===== src/rtl/j1_io_hub.sv =====
// IO hub for the J1 CPU: one-hot decoded GPIO, UART TX FIFO with drain FSM,
// UART RX holding register with overrun tracking, and a free-running tick counter.
module j1_io_hub #(
  parameter int          GPIO_W     = 5,
  parameter logic [15:0] GPIO_INIT  = 16'h0000,
  parameter int          FIFO_DEPTH = 8,
  parameter int          TICK_W     = 16
) (
  input  logic              clk,
  input  logic              resetq,
  input  logic              io_rd,
  input  logic              io_wr,
  input  logic [15:0]       mem_addr,
  input  logic [15:0]       dout,
  output logic [15:0]       io_din,
  output logic [GPIO_W-1:0] gpio_out,
  input  logic [GPIO_W-1:0] gpio_in,
  output logic [7:0]        tx_data,
  output logic              tx_wr,
  input  logic              tx_busy,
  input  logic [7:0]        rx_data,
  input  logic              rx_valid,
  output logic              rx_rd
);

  localparam int AW = $clog2(FIFO_DEPTH);
  localparam logic [AW:0] FULL_CNT = (AW+1)'(FIFO_DEPTH);

  localparam logic [1:0] S_IDLE  = 2'd0;
  localparam logic [1:0] S_SEND  = 2'd1;
  localparam logic [1:0] S_GUARD = 2'd2;

  logic [GPIO_W-1:0] gpio_q, gpio_d;
  logic [15:0]       io_din_q, io_din_d;
  logic [7:0]        tx_data_q, tx_data_d;
  logic              tx_wr_q, tx_wr_d;
  logic              rx_rd_q, rx_rd_d;
  logic [7:0]        rx_hold_q, rx_hold_d;
  logic              rx_full_q, rx_full_d;
  logic              rx_ovr_q, rx_ovr_d;
  logic              tx_ovf_q, tx_ovf_d;
  logic [TICK_W-1:0] tick_q, tick_d;
  logic [1:0]        state_q, state_d;
  logic [AW-1:0]     wr_ptr_q, wr_ptr_d, rd_ptr_q, rd_ptr_d;
  logic [AW:0]       count_q, count_d;
  logic [7:0]        fifo_mem [FIFO_DEPTH];

  logic sel_gpio, sel_gin, sel_uart, sel_stat, sel_tick;
  logic tx_full, tx_empty, push, push_ok, pop;
  logic capture, uart_rd, stat_rd;
  logic [8:0]  cnt_ext;
  logic [15:0] status_val, rd_val;

  assign sel_gpio = mem_addr[0];
  assign sel_gin  = mem_addr[1];
  assign sel_uart = mem_addr[12];
  assign sel_stat = mem_addr[13];
  assign sel_tick = mem_addr[14];

  assign tx_full  = (count_q == FULL_CNT);
  assign tx_empty = (count_q == '0);
  assign push     = io_wr & sel_uart;
  assign push_ok  = push & ~tx_full;
  assign pop      = (state_q == S_SEND);
  assign capture  = rx_valid & ~rx_rd_q;
  assign uart_rd  = io_rd & sel_uart;
  assign stat_rd  = io_rd & sel_stat;
  assign cnt_ext  = 9'(count_q);

  assign status_val = {cnt_ext[7:0], 3'b000, tx_ovf_q, rx_ovr_q, rx_full_q, tx_empty, tx_full};

  // NOTE: every signal gets a default at the top of always_comb so no latch is inferred.
  always_comb begin
    rd_val = 16'h0000;
    if (sel_gpio) rd_val = rd_val | 16'(gpio_q);
    if (sel_gin)  rd_val = rd_val | 16'(gpio_in);
    if (sel_uart) rd_val = rd_val | {8'h00, rx_hold_q};
    if (sel_stat) rd_val = rd_val | status_val;
    if (sel_tick) rd_val = rd_val | 16'(tick_q);

    state_d   = state_q;
    tx_wr_d   = 1'b0;
    tx_data_d = tx_data_q;
    case (state_q)
      S_IDLE: if (!tx_empty && !tx_busy) begin
        state_d   = S_SEND;
        tx_wr_d   = 1'b1;
        tx_data_d = fifo_mem[rd_ptr_q];
      end
      S_SEND:  state_d = S_GUARD;
      default: state_d = S_IDLE;
    endcase

    case ({push_ok, pop})
      2'b10:   count_d = count_q + 1'b1;
      2'b01:   count_d = count_q - 1'b1;
      default: count_d = count_q;
    endcase
    wr_ptr_d = push_ok ? wr_ptr_q + AW'(1) : wr_ptr_q;
    rd_ptr_d = pop     ? rd_ptr_q + AW'(1) : rd_ptr_q;

    // A capture coinciding with a CPU read replaces the byte without flagging overrun.
    rx_rd_d   = capture;
    rx_hold_d = capture ? rx_data : rx_hold_q;
    rx_full_d = capture | (rx_full_q & ~uart_rd);
    rx_ovr_d  = (capture & rx_full_q & ~uart_rd) | (rx_ovr_q & ~stat_rd);
    tx_ovf_d  = (push & tx_full) | (tx_ovf_q & ~stat_rd);

    gpio_d   = (io_wr & sel_gpio) ? dout[GPIO_W-1:0] : gpio_q;
    tick_d   = (io_wr & sel_tick) ? dout[TICK_W-1:0] : tick_q + TICK_W'(1);
    io_din_d = io_rd ? rd_val : io_din_q;
  end

  // NOTE: state registers use non-blocking assignments so every flop samples pre-edge values.
  always_ff @(posedge clk) begin
    if (!resetq) begin
      gpio_q    <= GPIO_INIT[GPIO_W-1:0];
      io_din_q  <= '0;
      tx_data_q <= '0;
      tx_wr_q   <= 1'b0;
      rx_rd_q   <= 1'b0;
      rx_hold_q <= '0;
      rx_full_q <= 1'b0;
      rx_ovr_q  <= 1'b0;
      tx_ovf_q  <= 1'b0;
      tick_q    <= '0;
      state_q   <= S_IDLE;
      wr_ptr_q  <= '0;
      rd_ptr_q  <= '0;
      count_q   <= '0;
    end else begin
      gpio_q    <= gpio_d;
      io_din_q  <= io_din_d;
      tx_data_q <= tx_data_d;
      tx_wr_q   <= tx_wr_d;
      rx_rd_q   <= rx_rd_d;
      rx_hold_q <= rx_hold_d;
      rx_full_q <= rx_full_d;
      rx_ovr_q  <= rx_ovr_d;
      tx_ovf_q  <= tx_ovf_d;
      tick_q    <= tick_d;
      state_q   <= state_d;
      wr_ptr_q  <= wr_ptr_d;
      rd_ptr_q  <= rd_ptr_d;
      count_q   <= count_d;
    end
  end

  // NOTE: FIFO storage is not reset; the pointers and count define what is valid.
  always_ff @(posedge clk) begin
    if (push_ok) fifo_mem[wr_ptr_q] <= dout[7:0];
  end

  logic unused_bits;
  assign unused_bits = ^{mem_addr, dout, cnt_ext};

  assign io_din   = io_din_q;
  assign gpio_out = gpio_q;
  assign tx_data  = tx_data_q;
  assign tx_wr    = tx_wr_q;
  assign rx_rd    = rx_rd_q;

endmodule


===== config.mk =====
export PLATFORM = sky130hd
export DESIGN_NAME = j1_io_hub
export DESIGN_NICKNAME = d
export VERILOG_FILES = /design/src/rtl/j1_io_hub.sv
export SDC_FILE = /design/constraint.sdc
export NUM_CORES = 1
export LEC_CHECK = 0
export CELL_PAD_IN_SITES_DETAIL_PLACEMENT = 0
export CELL_PAD_IN_SITES_GLOBAL_PLACEMENT = 1
export CORE_MARGIN = 4
export CORE_UTILIZATION = 43
export DETAILED_ROUTE_END_ITERATION = 10
export PLACE_DENSITY_LB_ADDON = 0.1
export SETUP_SLACK_MARGIN = 0.1
export SLEW_MARGIN = 20
export SYNTH_ARGS = -nofsm -noshare
export SYNTH_HDL_FRONTEND = slang
export SYNTH_SLANG_ARGS = --single-unit

===== constraint.sdc =====
create_clock -name clk -period 2.8 [get_ports clk]
set_clock_uncertainty 0.15 [all_clocks]
set_input_delay 0.56 -clock clk [delete_from_list [all_inputs] [get_ports clk]]
set_output_delay 0.56 -clock clk [all_outputs]
set_load 0.05 [all_outputs]

# Word-level counts from Yosys, hierarchy flattened
# Memory sizes are Yosys's and may differ from the RTL's. A register that Yosys moved wholly into a read port is not among the register bits.
# Index checks and enable logic that the tools add are counted.
[totals] ff_bits=62 latch_bits=0 ramBits=64 romBits=0 inputBits=51 out_inout_bits=31 n_memories=1
[op_classes] add_sub_neg=5 n_mul=0 n_div=0 order_cmp=0 n_eq_ne=5 n_shift=0 mux=12 bitwise=24 n_reduce_logical=9
[memory_table] name="fifo_mem" words=8 width=8 read_ports=1 rd_clocked_by_memory_dff=1 wr=1 line="46" text="logic [7:0] fifo_mem [FIFO_DEPTH];"
[op_table] operator="two-way mux 16 bit" n=4
[op_table] operator="adder 16 x 1 -> 16 bit (second input constant)" n=1
[op_table] operator="bitwise OR 16 x 12 -> 16 bit" n=1
[op_table] operator="bitwise OR 16 bit" n=1
[op_table] operator="bitwise OR 16 x 8 -> 16 bit" n=1
[op_table] operator="bitwise AND 1 bit" n=13
[op_table] operator="two-way mux 5 bit" n=2
[op_table] operator="case mux 4 bit (2 select lines)" n=1
[op_table] operator="adder 3 x 1 -> 3 bit (second input constant)" n=2
[op_table] operator="bitwise OR 5 bit" n=1
[op_table] operator="adder 4 x 1 -> 4 bit (second input constant)" n=1
[op_table] operator="equality test 2 x 1 -> 1 bit (second input constant)" n=2
[op_table] operator="equality test 4 bit (second input constant)" n=1
[op_table] operator="logical NOT 4 bit" n=1
[op_table] operator="NOT 1 bit" n=4
[op_table] operator="case mux 2 bit (2 select lines)" n=1
[op_table] operator="AND reduction 2 bit" n=2
[op_table] operator="subtractor 4 x 1 -> 4 bit (second input constant)" n=1
[op_table] operator="logical NOT 1 bit" n=3
[op_table] operator="two-way mux 1 bit" n=3
[op_table] operator="bitwise OR 1 bit" n=3
[op_table] operator="equality test 2 bit (second input constant)" n=1
[op_table] operator="logical NOT 2 bit" n=1
[op_table] operator="two-way mux 2 bit" n=1
[op_table] operator="3 further kinds" n=3

# Logic depth before layout (Yosys ltp)
# Gate-level depths: netlist (run 1).
[depth] depth_word=9 ltp_mapped=11

# Worst setup path after synthesis (run 1)
# No wires, ideal clock.
[synth_path] kind="input -> register" startpoint="input port io_wr" endpoint="register count_q[2]" setup_ps=70 t_arrival_ps=2363 t_required_ps=2580 setup_slack_ps=216 cell_stages=11 cell_sequence="clkbuf_1 -> nand2_1 -> nor2_1 -> inv_1 -> ha_1 -> xor2_1 -> ha_1 -> a21oi_1 -> xor2_1 -> or3_1 -> a21oi_1"
[synth_via] elab_chain_cells=4 word_cells_on_any_way=6
[synth_lines] element="start, declared" line="12" text="input logic io_wr,"
[synth_lines] element="bitwise AND 1 bit *" line="62" text="assign push = io_wr & sel_uart;"
[synth_lines] element="bitwise AND 1 bit *" line="63" text="assign push_ok = push & ~tx_full;"
[synth_lines] element="equality test 2 x 1 -> 1 bit or equality test 2 bit (tied branches)" line="94" text="case ({push_ok, pop})"
[synth_lines] element="case mux 4 bit (2 select lines) or nonzero test 2 bit (tied branches)"
[synth_lines] element="end signal, assigned" line="145" text="count_q <= count_d;"
[synth_lines] element="end, declared" line="45" text="logic [AW:0] count_q, count_d;"
# Every way passes the cells marked *; elsewhere a longest branch is shown, timed or not.
# A chain may end at the register's enable or synchronous reset.

# Worst setup path after layout (run 1)
# Same ends and word-level chain as after synthesis.

==> flow_summary.toml, run 1 <==
[synth]
synth_edf_count = 64
yosysMostFrequentCell = "dfxtp_1"
async_flop_share_pct = 0
synth_top_cell_by_area = "edfxtp_1"
synth_xor_area_share_pct = 3.23
yosys.area_share.adder_pct = 1.38
postSynthCellCount = 447
synth_compound_gate_area_share_pct = 11.2
synth_top_family_by_area = "simple AND/OR/NAND/NOR gates"
synth_nets = 504
synth.yosys.seq_area_share_pct = 61.3
synth_top_area_share_pct = 35.4
synth.cells.most_frequent = "70 x dfxtp_1, 64 x edfxtp_1, 42 x nand2_1"
synth_mux_area_share_pct = 8.68
synth_cell_types = 43
yosys_warnings = 0
syn_avg_cell_area_um2 = 12.1
synth_area_um2 = 5420
ys_ff_latch = 134
synth-main-ff-cell = "dfxtp_1"
yosys.area_share.simple_pct = 11.4
synth.area.top_cells = "edfxtp_1 35%, dfxtp_1 26%, mux4_2 6.6%, a21oi_1 3.0%, nand2_1 2.9%"

[detailed_routing]
vias_per_cell = 5.33
postRouteAntennaNets = 0
wire_per_inst_um = 17.8
dr.pass1.iters = 5
drt-initial-drc-count = 278
finalWirelength_um = 12700
num_vias = 3813
drc = 0

[cts]
clock_latency_ns = 0.41
clk_path_buf_depth = 2
root_buffer = "clkbuf_16"
post_cts_buffers = 0
clk_pin_slew_ns = 0.06
h-tree-depth = 4
hold_buffers = 0
cts_made_buffers = 17
cts_tree = "yes"
cts_resized = 0
clock_sinks = 134

[final_layout]
layout-drive-gt1-share_pct = 13.9
final_nets = 591
diodes = 0
fill_cells = 1075
syn_to_final_growth_pct = 28.0
fin_area_um2 = 6940

[setup_path]
rrSetupSlack_ns = 0.48
cp-end-kind = "flop"
r2r-end = "count_q[2]$_SDFFE_PN0P_"
reg2regPathDepth = 10
crit_path_start = "io_wr"
arrival_ns = 2.58
crit_end = "count_q[2]$_SDFFE_PN0P_"
worstSetupStartpointType = "input pin"
required_ns = 2.99
crit_type = "in -> reg"
cp_max_fo = 2
rr_startpoint = "count_q[2]$_SDFFE_PN0P_"

[sta]
hold_viol_final = 0
post-route-min-period_ns = 2.39
tightest_slew_ns = 0.762
rsz0062_at_grt = "false"
finalCritPeriodShare_pct = 85.2
slew_violations = 0
maxSlewHeadroom_pct = 49.0
setup_viol = 0
fin_tns_setup_ns = 0
clock.fmax_mhz = 419

[pwr]
p_per_area_nw_per_um2 = 679
ir_drop_v = 0.000315
p_leak_nw = 2.33

[floorplan]
num_rows = 40
start_util_pct = 44.6
core_um2 = 12200
die_x_um = 120
die_y_um = 120
ios = 82
die_area_um2 = 14500

[outcome]
status = "finished clean"

[placed_design]
hpwl_um = 8310
dpl_cell_area_um2 = 6410
gp_congestion = 0.773
portBuffers = 70

[job]
cap_violations = 0

[global_route]
grt_most_used_layer = "met2"
grt.total_usage_pct = 18.7
grt_max_degree = 46
grt_pass1_wl_um = 20600
use_met3_pct = 4.86
gr-total-overflow = 0
grt_use_met2_pct = 31.2
antenna_found_initial = 0
grt_pass1_vias = 3910
grt_use_met1_pct = 23.0

[worst_hold_path]
holdCritPathClass = "reg -> reg"
[metrics by stage]
step	total power [mW]	worst slack, ns	cells	utilization, %	hold slack [ns]
6_report	4.71	0.415	715	57.1	0.307
5_1_grt	4.92	0.281	715	57.1	0.327
4_1_cts	4.76	0.417	715	57.1	0.309
3_5_place_dp	2.79	-0.0265	683	52.7	0.301
3_3_place_gp	2.78	0.0192	683	52.7	0.293
2_1_floorplan	2.56	0.216	447	-	0.286
[report_power, final]
group / switching, mW / internal (mW) / total [mW] / leakage [nW]
registers: 0.0597 / 2.13 / 2.19 / 1.15
clock network: 0.824 / 1.14 / 1.97 / 0.238
logic: 0.320 / 0.237 / 0.556 / 0.937
total: 1.20 / 3.51 / 4.71 / 2.33
[cells in the final DEF (no fill, tap or decap), types with 11 or more instances in the layout]
cell,instances
edfxtp_1,64
nand2_1,42
nand3_1,17
xnor2_1,15
clkbuf_16,17
a211oi_1,15
mux2i_1,11
dfxtp_1,70
mux4_2,16
clkdlybuf4s50_1,70
nor2_1,37
a21oi_1,32
buf_4,27
o21ai_0,15
[final cells by class]
type / instances / area, µm² / area share (%)
repair buffers: 97 / 903 / 13.0
flip-flops and latches: 134 / 3320 / 47.9
inverters: 8 / 30.0 / 0.433
clock buffers: 19 / 443 / 6.38
well taps: 168 / 210 / 3.03
multi-input cells: 276 / 1950 / 28.0
clock inverters: 13 / 83.8 / 1.21
[layer usage]
layer / up-vias / wire length (µm)
met1: 1859 / 5570
met3: 23 / 488
met5: - / 0
met4: 0 / 293
met2: 89 / 6340
li1: 1842 / -
[critical path, stage by stage]
cell	delay, ns
clkdlybuf4s50_1	0.48
nand2_1	0.11
nor2_1	0.15
inv_1	0.07
ha_1	0.20
xor2_1	0.15
ha_1	0.18
a21oi_1	0.15
xor2_1	0.09
or3_1	0.31
a21oi_1	0.13
[cells by family (layout without fill, tap and decap cells)]
family,after synthesis,in the layout
flip-flops,134,134
AO/OA/AOI/OAI,94,94
adder cells (fa/ha/maj),6,6
XOR/XNOR,20,20
multiplexers,27,27
buffers and inverters,37,137
AND/OR/NAND/NOR,129,129
[worst min-delay path by stage]
stage | to | cells past startpoint | slack, ns | start
after floorplan | rx_hold_q[0]$_SDFFE_PN0P_ | 2 | 0.29 | rx_hold_q[0]$_SDFFE_PN0P_
after global placement | rx_hold_q[2]$_SDFFE_PN0P_ | 2 | 0.29 | rx_hold_q[2]$_SDFFE_PN0P_
after detailed placement | rx_hold_q[2]$_SDFFE_PN0P_ | 2 | 0.30 | rx_hold_q[2]$_SDFFE_PN0P_
after CTS | rx_hold_q[2]$_SDFFE_PN0P_ | 2 | 0.31 | rx_hold_q[2]$_SDFFE_PN0P_
after global routing | rx_hold_q[4]$_SDFFE_PN0P_ | 2 | 0.33 | rx_hold_q[4]$_SDFFE_PN0P_
final | rx_hold_q[4]$_SDFFE_PN0P_ | 2 | 0.31 | rx_hold_q[4]$_SDFFE_PN0P_
[state kept, by name, indices dropped and copies added (netlist names), 2 cells and up]
name,count
count_q,4
fifo_mem,64
gpio_out,5
io_din,16
rd_ptr_q,3
rx_hold_q,8
state_q,2
tick_q,16
tx_data,8
wr_ptr_q,3
(Power assumes the default switching activity.)
==> run 2, diff against run 1 <==
--- a/config.mk
+++ b/config.mk
@@ -5,6 +5,7 @@
 export SDC_FILE = /design/constraint.sdc
 export NUM_CORES = 1
 export LEC_CHECK = 0
+export CAP_MARGIN = 20
 export CELL_PAD_IN_SITES_DETAIL_PLACEMENT = 0
 export CELL_PAD_IN_SITES_GLOBAL_PLACEMENT = 1
 export CORE_MARGIN = 4
@@ -12,7 +13,7 @@
 export DETAILED_ROUTE_END_ITERATION = 10
 export PLACE_DENSITY_LB_ADDON = 0.1
 export SETUP_SLACK_MARGIN = 0.1
-export SLEW_MARGIN = 20
+export SLEW_MARGIN = 10
 export SYNTH_ARGS = -nofsm -noshare
 export SYNTH_HDL_FRONTEND = slang
 export SYNTH_SLANG_ARGS = --single-unit
==> results of run 2 <==
Same layout as run 1: the final DEF is identical, and so are final timing and power.
==> run 3, diff against run 2 <==
--- a/config.mk
+++ b/config.mk
@@ -5,12 +5,12 @@
 export SDC_FILE = /design/constraint.sdc
 export NUM_CORES = 1
 export LEC_CHECK = 0
-export CAP_MARGIN = 20
 export CELL_PAD_IN_SITES_DETAIL_PLACEMENT = 0
 export CELL_PAD_IN_SITES_GLOBAL_PLACEMENT = 1
 export CORE_MARGIN = 4
 export CORE_UTILIZATION = 43
 export DETAILED_ROUTE_END_ITERATION = 10
+export HOLD_SLACK_MARGIN = 0.15
 export PLACE_DENSITY_LB_ADDON = 0.1
 export SETUP_SLACK_MARGIN = 0.1
 export SLEW_MARGIN = 10
==> results of run 3 <==
Same layout as run 1: the final DEF is identical, and so are final timing and power.
